## src/rtl/crc_frame_sched.sv

```systemverilog
// crc_frame_sched: round-robin scheduler sharing one nibble-wide CRC-3
// divider (generator x^3+1) between N_REQ requesters, one whole frame per
// grant, with the remainder, owner and length on a valid/ready result port.
// Optional feature macro: CRC_FRAME_CHECK_EN adds in_exp / out_err, which flag
// a mismatch between the computed remainder and the owner's expected value.
module crc_frame_sched #(
   parameter int N_REQ = 2,
   parameter int ID_W  = 1
) (
   input  logic                 clk,
   input  logic                 reset,
`ifdef CRC_FRAME_CHECK_EN
   input  logic [3*N_REQ-1:0]   in_exp,
   output logic                 out_err,
`endif
   input  logic [N_REQ-1:0]     in_valid,
   input  logic [N_REQ-1:0]     in_last,
   input  logic [4*N_REQ-1:0]   in_data,
   output logic [N_REQ-1:0]     in_ready,
   output logic [N_REQ-1:0]     grant,
   output logic                 out_valid,
   output logic [2:0]           out_rem,
   output logic [ID_W-1:0]      out_id,
   output logic [7:0]           out_len,
   input  logic                 out_ready
);

   typedef enum logic [1:0] {ST_IDLE, ST_BUSY, ST_HOLD} state_t;

   state_t            state_q,     state_d;
   logic [N_REQ-1:0]  grant_q,     grant_d;
   logic [ID_W-1:0]   owner_q,     owner_d;
   logic [ID_W-1:0]   rr_q,        rr_d;
   logic [2:0]        rem_q,       rem_d;
   logic [7:0]        cnt_q,       cnt_d;
   logic              out_valid_q, out_valid_d;
   logic [2:0]        out_rem_q,   out_rem_d;
   logic [ID_W-1:0]   out_id_q,    out_id_d;
   logic [7:0]        out_len_q,   out_len_d;
`ifdef CRC_FRAME_CHECK_EN
   logic              out_err_q,   out_err_d;
`endif

   logic              pick_found;
   logic [ID_W-1:0]   pick_idx;
   logic              beat;
   logic [2:0]        rem_upd;
   logic [7:0]        cnt_upd;
   logic [3:0]        own_data;

   // Four bit-serial divider steps, MSB of the nibble first.
   function automatic logic [2:0] crc_nibble(input logic [2:0] r_in, input logic [3:0] d);
      logic [2:0] r;
      logic       fb;
      r = r_in;
      for (int k = 3; k >= 0; k--) begin
         fb = r[2] ^ d[k];
         r  = {r[1:0], 1'b0} ^ {2'b00, fb};
      end
      return r;
   endfunction

   // Frame length counter that sticks at its maximum.
   function automatic logic [7:0] sat_inc(input logic [7:0] c);
      return (c == 8'hFF) ? c : c + 8'd1;
   endfunction

   // Round-robin pick: first valid requester at or above the rr pointer, wrapping.
   always_comb begin
      int j;
      pick_found = 1'b0;
      pick_idx   = '0;
      j          = 0;
      for (int i = 0; i < N_REQ; i++) begin
         j = int'(rr_q) + i;
         if (j >= N_REQ) j = j - N_REQ;
         if (!pick_found && in_valid[j]) begin
            pick_found = 1'b1;
            pick_idx   = ID_W'(j);
         end
      end
   end

   // Owner datapath: the beat qualifier and the divider/counter values after this beat.
   always_comb begin
      own_data = in_data[int'(owner_q)*4 +: 4];
      beat     = (state_q == ST_BUSY) && in_valid[owner_q] && grant_q[owner_q];
      rem_upd  = crc_nibble(rem_q, own_data);
      cnt_upd  = sat_inc(cnt_q);
   end

   // Next-state logic for the scheduler FSM and its registered outputs.
   always_comb begin
      state_d     = state_q;
      grant_d     = grant_q;
      owner_d     = owner_q;
      rr_d        = rr_q;
      rem_d       = rem_q;
      cnt_d       = cnt_q;
      out_valid_d = out_valid_q;
      out_rem_d   = out_rem_q;
      out_id_d    = out_id_q;
      out_len_d   = out_len_q;
`ifdef CRC_FRAME_CHECK_EN
      out_err_d   = out_err_q;
`endif
      case (state_q)
         ST_IDLE: begin
            if (pick_found) begin
               grant_d           = '0;
               grant_d[pick_idx] = 1'b1;
               owner_d           = pick_idx;
               rem_d             = '0;
               cnt_d             = '0;
               state_d           = ST_BUSY;
            end
         end
         ST_BUSY: begin
            if (beat) begin
               rem_d = rem_upd;
               cnt_d = cnt_upd;
               if (in_last[owner_q]) begin
                  out_rem_d   = rem_upd;
                  out_len_d   = cnt_upd;
                  out_id_d    = owner_q;
                  out_valid_d = 1'b1;
`ifdef CRC_FRAME_CHECK_EN
                  out_err_d   = (rem_upd != in_exp[int'(owner_q)*3 +: 3]);
`endif
                  grant_d     = '0;
                  state_d     = ST_HOLD;
               end
            end
         end
         ST_HOLD: begin
            if (out_ready) begin
               out_valid_d = 1'b0;
               rr_d        = (out_id_q == ID_W'(N_REQ - 1)) ? '0 : out_id_q + 1'b1;
               state_d     = ST_IDLE;
            end
         end
         default: begin
            grant_d     = '0;
            out_valid_d = 1'b0;
            state_d     = ST_IDLE;
         end
      endcase
   end

   // State register; reset discards any partial frame or pending result.
   always_ff @(posedge clk or posedge reset) begin
      if (reset) begin
         state_q     <= ST_IDLE;
         grant_q     <= '0;
         owner_q     <= '0;
         rr_q        <= '0;
         rem_q       <= '0;
         cnt_q       <= '0;
         out_valid_q <= 1'b0;
         out_rem_q   <= '0;
         out_id_q    <= '0;
         out_len_q   <= '0;
`ifdef CRC_FRAME_CHECK_EN
         out_err_q   <= 1'b0;
`endif
      end else begin
         state_q     <= state_d;
         grant_q     <= grant_d;
         owner_q     <= owner_d;
         rr_q        <= rr_d;
         rem_q       <= rem_d;
         cnt_q       <= cnt_d;
         out_valid_q <= out_valid_d;
         out_rem_q   <= out_rem_d;
         out_id_q    <= out_id_d;
         out_len_q   <= out_len_d;
`ifdef CRC_FRAME_CHECK_EN
         out_err_q   <= out_err_d;
`endif
      end
   end

   // in_ready mirrors the registered grant, so it never depends on in_valid.
   assign grant     = grant_q;
   assign in_ready  = grant_q;
   assign out_valid = out_valid_q;
   assign out_rem   = out_rem_q;
   assign out_id    = out_id_q;
   assign out_len   = out_len_q;
`ifdef CRC_FRAME_CHECK_EN
   assign out_err   = out_err_q;
`endif

endmodule
```

## config.mk

```make
export PLATFORM = sky130hd
export DESIGN_NAME = crc_frame_sched
export DESIGN_NICKNAME = d
export VERILOG_FILES = /design/src/rtl/crc_frame_sched.sv
export SDC_FILE = /design/constraint.sdc
export NUM_CORES = 1
export LEC_CHECK = 0
export ABC_AREA = 1
export BUFFER_PORTS_ARGS = -buffer_cell sky130_fd_sc_hd__buf_2
export CAP_MARGIN = 10
export CORE_MARGIN = 2
export CORE_UTILIZATION = 54
export DETAILED_ROUTE_END_ITERATION = 16
export GPL_ROUTABILITY_DRIVEN = 0
export PLACE_DENSITY = 0.8
export SLEW_MARGIN = 15
export SYNTH_ARGS = -nofsm -noshare
export SYNTH_HDL_FRONTEND = slang
export SYNTH_SLANG_ARGS = --single-unit
```

## constraint.sdc

```tcl
create_clock -name clk -period 1.61 [get_ports clk]
set_input_delay 0.4025 -clock clk [delete_from_list [all_inputs] [get_ports clk]]
set_output_delay 0.4025 -clock clk [all_outputs]
set_load 0.01 [all_outputs]
```

[Word-level counts from Yosys, hierarchy flattened]
Index checks and enable logic that the tools add are counted.
Operators by class
  multiplexer cells: 41
  shift operators: 1
  add/sub/neg operators: 5
  order comparisons: 7
  reduce and logical (&&, ||, !) cells: 14
  bitwise operators: 10
  equal/unequal tests: 7
Operators by type and width (number)
  less-than comparator 32 x 3 -> 1 bit (second input constant): 2
  2-to-1 mux 32 bit: 2
  2-to-1 mux 8 bit: 3
  2-to-1 mux 1 bit: 21
  one-hot mux 8 bit (2 select lines): 1
  2-to-1 mux 2 bit: 7
  one-hot mux 2 bit (3 select lines): 2
  AND reduction 4 bit: 3
  XOR 3 x 1 -> 3 bit: 4
  adder 8 x 1 -> 8 bit (second input constant): 1
  == test 8 bit (second input constant): 1
  variable part select 8 x 4 -> 4 bit: 1
  2-to-1 mux 3 bit: 2
  inequality test 2 bit (second input constant): 3
  one-hot mux 3 bit (2 select lines): 1
  AND reduction 3 bit: 2
  logical AND 1 bit: 4
  less-than comparator 1 x 2 -> 1 bit (second input constant): 2
  AND reduction 2 bit: 2
  XOR 1 bit: 4
  one-hot mux 1 bit (3 select lines): 1
  subtractor 1 x 2 -> 3 bit (second input constant): 1
  subtractor 2 x 2 -> 3 bit (second input constant): 1
  adder 1 x 1 -> 2 bit (second input constant): 1
  other kinds (12): 13
Word-level totals
  bits in registers: 30
  bits of input ports: 15
  output and inout bits: 17
  word-level logic and storage cells: 95

[Depth between registers and ports, before layout]
  depth in word-level cells: 15
  mapped depth: 10
  gate-level depth less buffers: 8

[Worst setup path after synthesis]
No wires, ideal clock.
  path type: flip-flop to flip-flop
  from: register cnt_q[0]
  to: register cnt_q[0]
  buffers on the path: 0
  setup time: 0.065 ns
  stages on the path, launching flop included: 8
  clock period less this slack: 1.326 ns
  path slack: 0.284 ns
  arrival time: 1.261 ns
  cell sequence: dfrtp_1 -> ha_1 -> nand3_1 -> inv_1 -> nand2_1 -> xor2_1 -> nand2_1 -> nand2_1
Between the ends
  word-level cells in the longest chain between the ends: 4
Ends and longest elaborated chain
  start, declared: line 35  | logic [7:0] cnt_q, cnt_d;
  start signal, assigned: line 172  | cnt_q <= cnt_d;
  adder 8 x 1 -> 8 bit or == test 8 bit (tied branches): line 65  | return (c == 8'hFF) ? c : c + 8'd1;
  2-to-1 mux 8 bit (*): line 65
  2-to-1 mux 8 bit (*): line 119  | if (beat) begin
  one-hot mux 8 bit (2 select lines) (*): line 107  | case (state_q)
Mark *: on every way between the ends. The rest lies on a longest branch, timed or not. The select of a mux whose other input is x is not followed.
A chain may end at the register's enable or synchronous reset.

[Final worst setup path]
  from: register cnt_q[1]
  to: register cnt_q[0]
Between the ends
  word-level cells in the longest chain between the ends: 4
Ends and longest elaborated chain (line)
  == test 8 bit: 65
  2-to-1 mux 8 bit: 65
  2-to-1 mux 8 bit: 119
  one-hot mux 8 bit (2 select lines): 107
Every way passes these cells. The select of a mux whose other input is x is not followed.

==> summary.txt <==
Hold crit path type = primary input to async pin
Count of cell types in the netlist = 23
Port bufs = 31
Final Max Slew Viols = 0
WL/cell = 11.1 um
Synth Cell Area = 0.00166 mm^2
Most common cell on crit path = nand2_1
1st-iter DRT viols = 61
Initial antenna violation count = 0
Slowest stage delay, CP = 0.41 ns
Crit path depth = 7
# rows = 20
Final Cycle Share = 89.9%
Gr ovfl total = 0
Detailed Routing Iterations Pass 1 = 4
# fillers = 267
Yosys top cell by area = dfrtp_1
Area grow syn2layout = 13.5%
Async SR Flop Fraction = 100%
Top cells by count, synth = nand2_1 (104), dfrtp_1 (30), inv_1 (23)
Final WS setup = 0.163 ns
WL final = 3240 um
RSZ-0062 raised after global routing = no
CP arrival = 1.71 ns
Clock transition at path regs = 0.10 ns
Flop2flop setup slack = 0.16 ns
Clk pwr share = 17.0%
Critical Path Start Type = register
Avg Vias per Cell = 4.98
Die area = 0.00352 mm^2
Critical path type = register to register
# nets final = 273
I/O pin count = 32
Hold Buf Count CTS = 0
HPWL Detailed = 2360 um
Setup TNS = 0 ns
Cell Pwr Density = 1470 mW/mm^2
Largest family of logic cells by synthesized area = simple AND/OR/NAND/NOR gates
Critical Path RT = 1.87 ns
CP endpoint kind = register
Syn. warnings = 0
DR vias = 1450
Core area = 0.00298 mm^2
Final-report setup violation count = 0
Share of layout cells above drive strength 1 = 21.7%
Combinational fraction of design power = 40.3%
Highest achievable clock rate = 691 MHz
Net Sw Frac = 41.6%
Antenna cells = 0
Sequential area share after synthesis = 45.4%
Skew final = 0.00948 ns
Post-synthesis mux area share = 0%
Count leader, synth = nand2_1
Commonest register cell after synthesis = dfrtp_1
Leak = 0.00113 uW
Drt drc = 0
Clk buf depth = 2
Status = completed
R2R depth = 7
Register bit count reported by yosys = 30
Synth area leaders = dfrtp_1 (45%), nand2_1 (24%), inv_1 (5.2%)
Crit path time final = 1.45 ns
Simple-gate share of the synthesized area = 38.4%
Max-Slew Margin vs Limit = 74.6%
Cell-internal power = 1620 uW
CTS tree = built
Clk Latency, worst-skew pair = 0.32 ns
CP top delay family = simple AND/OR/NAND/NOR gates
XOR/XNOR share of the synthesized area = 1.59%
Register area = 752 um^2
Post-Place Worst Slack = 0.137 ns
GRT Total Usage = 20.3%
Global-route wire length before repair = 5290 um
Slew @ Worst Pin = 0.381 ns
Critical-path cell list = ha_1 > nand3_1 > inv_1 > nand2_1 > xor2_1 > nand2_1 > nand2_1
Multi-input combinational cell area = 744 um^2
Largest net degree at the start of global routing = 31
Final ANT Viol Nets = 0
Synth Area in Adders = 0.756%
Clock Sinks = 30
Chip Width = 59.4 um
Syn_nets = 238
Mapped Cells = 222
Number of enable flip-flop cells after synthesis = 0
Starting Density = 55.6%
Final hold vios = 0
Max H-tree Level = 2
Vias in the first global route = 1197
CP max FO = 7
Clock root cell = clkbuf_4
CTS buffer count = 5
Sequential share of power = 42.7%
Maximum vdd drop = 0.725 mV
Sw Pwr = 1150 uW
Top-area cell type share of the netlist area = 45.4%
Post-synthesis compound-gate area fraction = 4.23%
Syn Area/Cell = 7.46 um^2
Bufs and invs on worst path = 1
Slowest CP cell = dfrtp_1
Die Span Y = 59.4 um
Max-Cap Viols = 0
[final timing paths]
check | from | endpoint
max reg2reg | cnt_q[1] | cnt_q[0]
max in group asynchronous | reset | owner_q
min reg2reg | out_len[3] | out_len[3]
min in group clk | out_ready | state_q[1]
max | cnt_q[1] | cnt_q[0]
min | reset | out_len[4]
[logic make-up (layout without fill, tap and decap cells)]
kind of cell	after synthesis	after routing
AOI/OAI and AO/OA	13	13
xor gates and xnor gates	3	3
adders and majority gates	1	1
buffers and inverters	31	67
DFF	30	30
and+or+nand+nor	144	144
[layout by cell type (no fill, tap or decap), drive strengths merged]
cell and instances:
dfrtp 30, nand2 110, clkinv 1, inv 25
o21ai 10, ha 1, clkbuf 7, o21bai 2
nand3 18, nor2 10, nand3b 1, or2 2
nand4 2, xor2 3, a21oi 1, and2 1
buf 34
[worst reg2reg max path, stage by stage, from the launching register on]
cell     delay [ns]
dfrtp_1        0.41
ha_1           0.22
nand3_1        0.13
inv_1          0.08
nand2_1        0.20
xor2_1         0.22
nand2_1        0.07
nand2_1        0.06
[sequential cells by signal, summed over array words and instances, names as in the netlist]
name       cells
cnt_q          8
out_len        8
out_rem        3
rem_q          3
grant          2
state_q        2
out_id         1
out_valid      1
owner_q        1
rr_q           1
[layout make-up]
class	count	area share, %
Tap cell	33	2.20
Inverter	25	5.53
Clock inverter	1	0.266
Clock buffer	7	2.93
Multi-Input combinational cell	161	39.6
Timing Repair Buffer	34	9.45
Sequential cell	30	40.0
[power by group through the flow]
stage	logic [uW]	registers [uW]	clock network, uW
5_1_grt	1270	1210	517
3_5_place_dp	1120	1190	0
3_3_place_gp	1100	1200	0
2_1_floorplan	806	1190	0
6_report	1120	1180	469
4_1_cts	1120	1180	486
[timing repair]
item                       in CTS  in global routing
buffers inserted                0                  0
setup endpoints to repair       0                  2
resized for setup               0                  1
[routing by layer]
metal,up-vias,part of all wire [%],global-route usage (%)
li1,751,-,-
met1,658,48,29.0
met2,37,45,29.7
met3,4,5.9,4.59
met4,0,1.2,8.77
met5,-,0,0
[metrics by stage]
stage / hold slack (ns) / power (uW) / cells / utilization (%) / cell area [um^2]
2_1_floorplan: 0.461 / 2000 / 222 / - / 1660
3_3_place_gp: 0.456 / 2290 / 283 / 61.1 / 1820
3_5_place_dp: 0.457 / 2310 / 283 / 61.1 / 1820
4_1_cts: 0.133 / 2790 / 291 / 63.1 / 1880
5_1_grt: 0.176 / 3000 / 291 / 63.1 / 1880
6_report: 0.130 / 2770 / 291 / 63.1 / 1880
No activity file was read; power rests on OpenSTA's default activity.
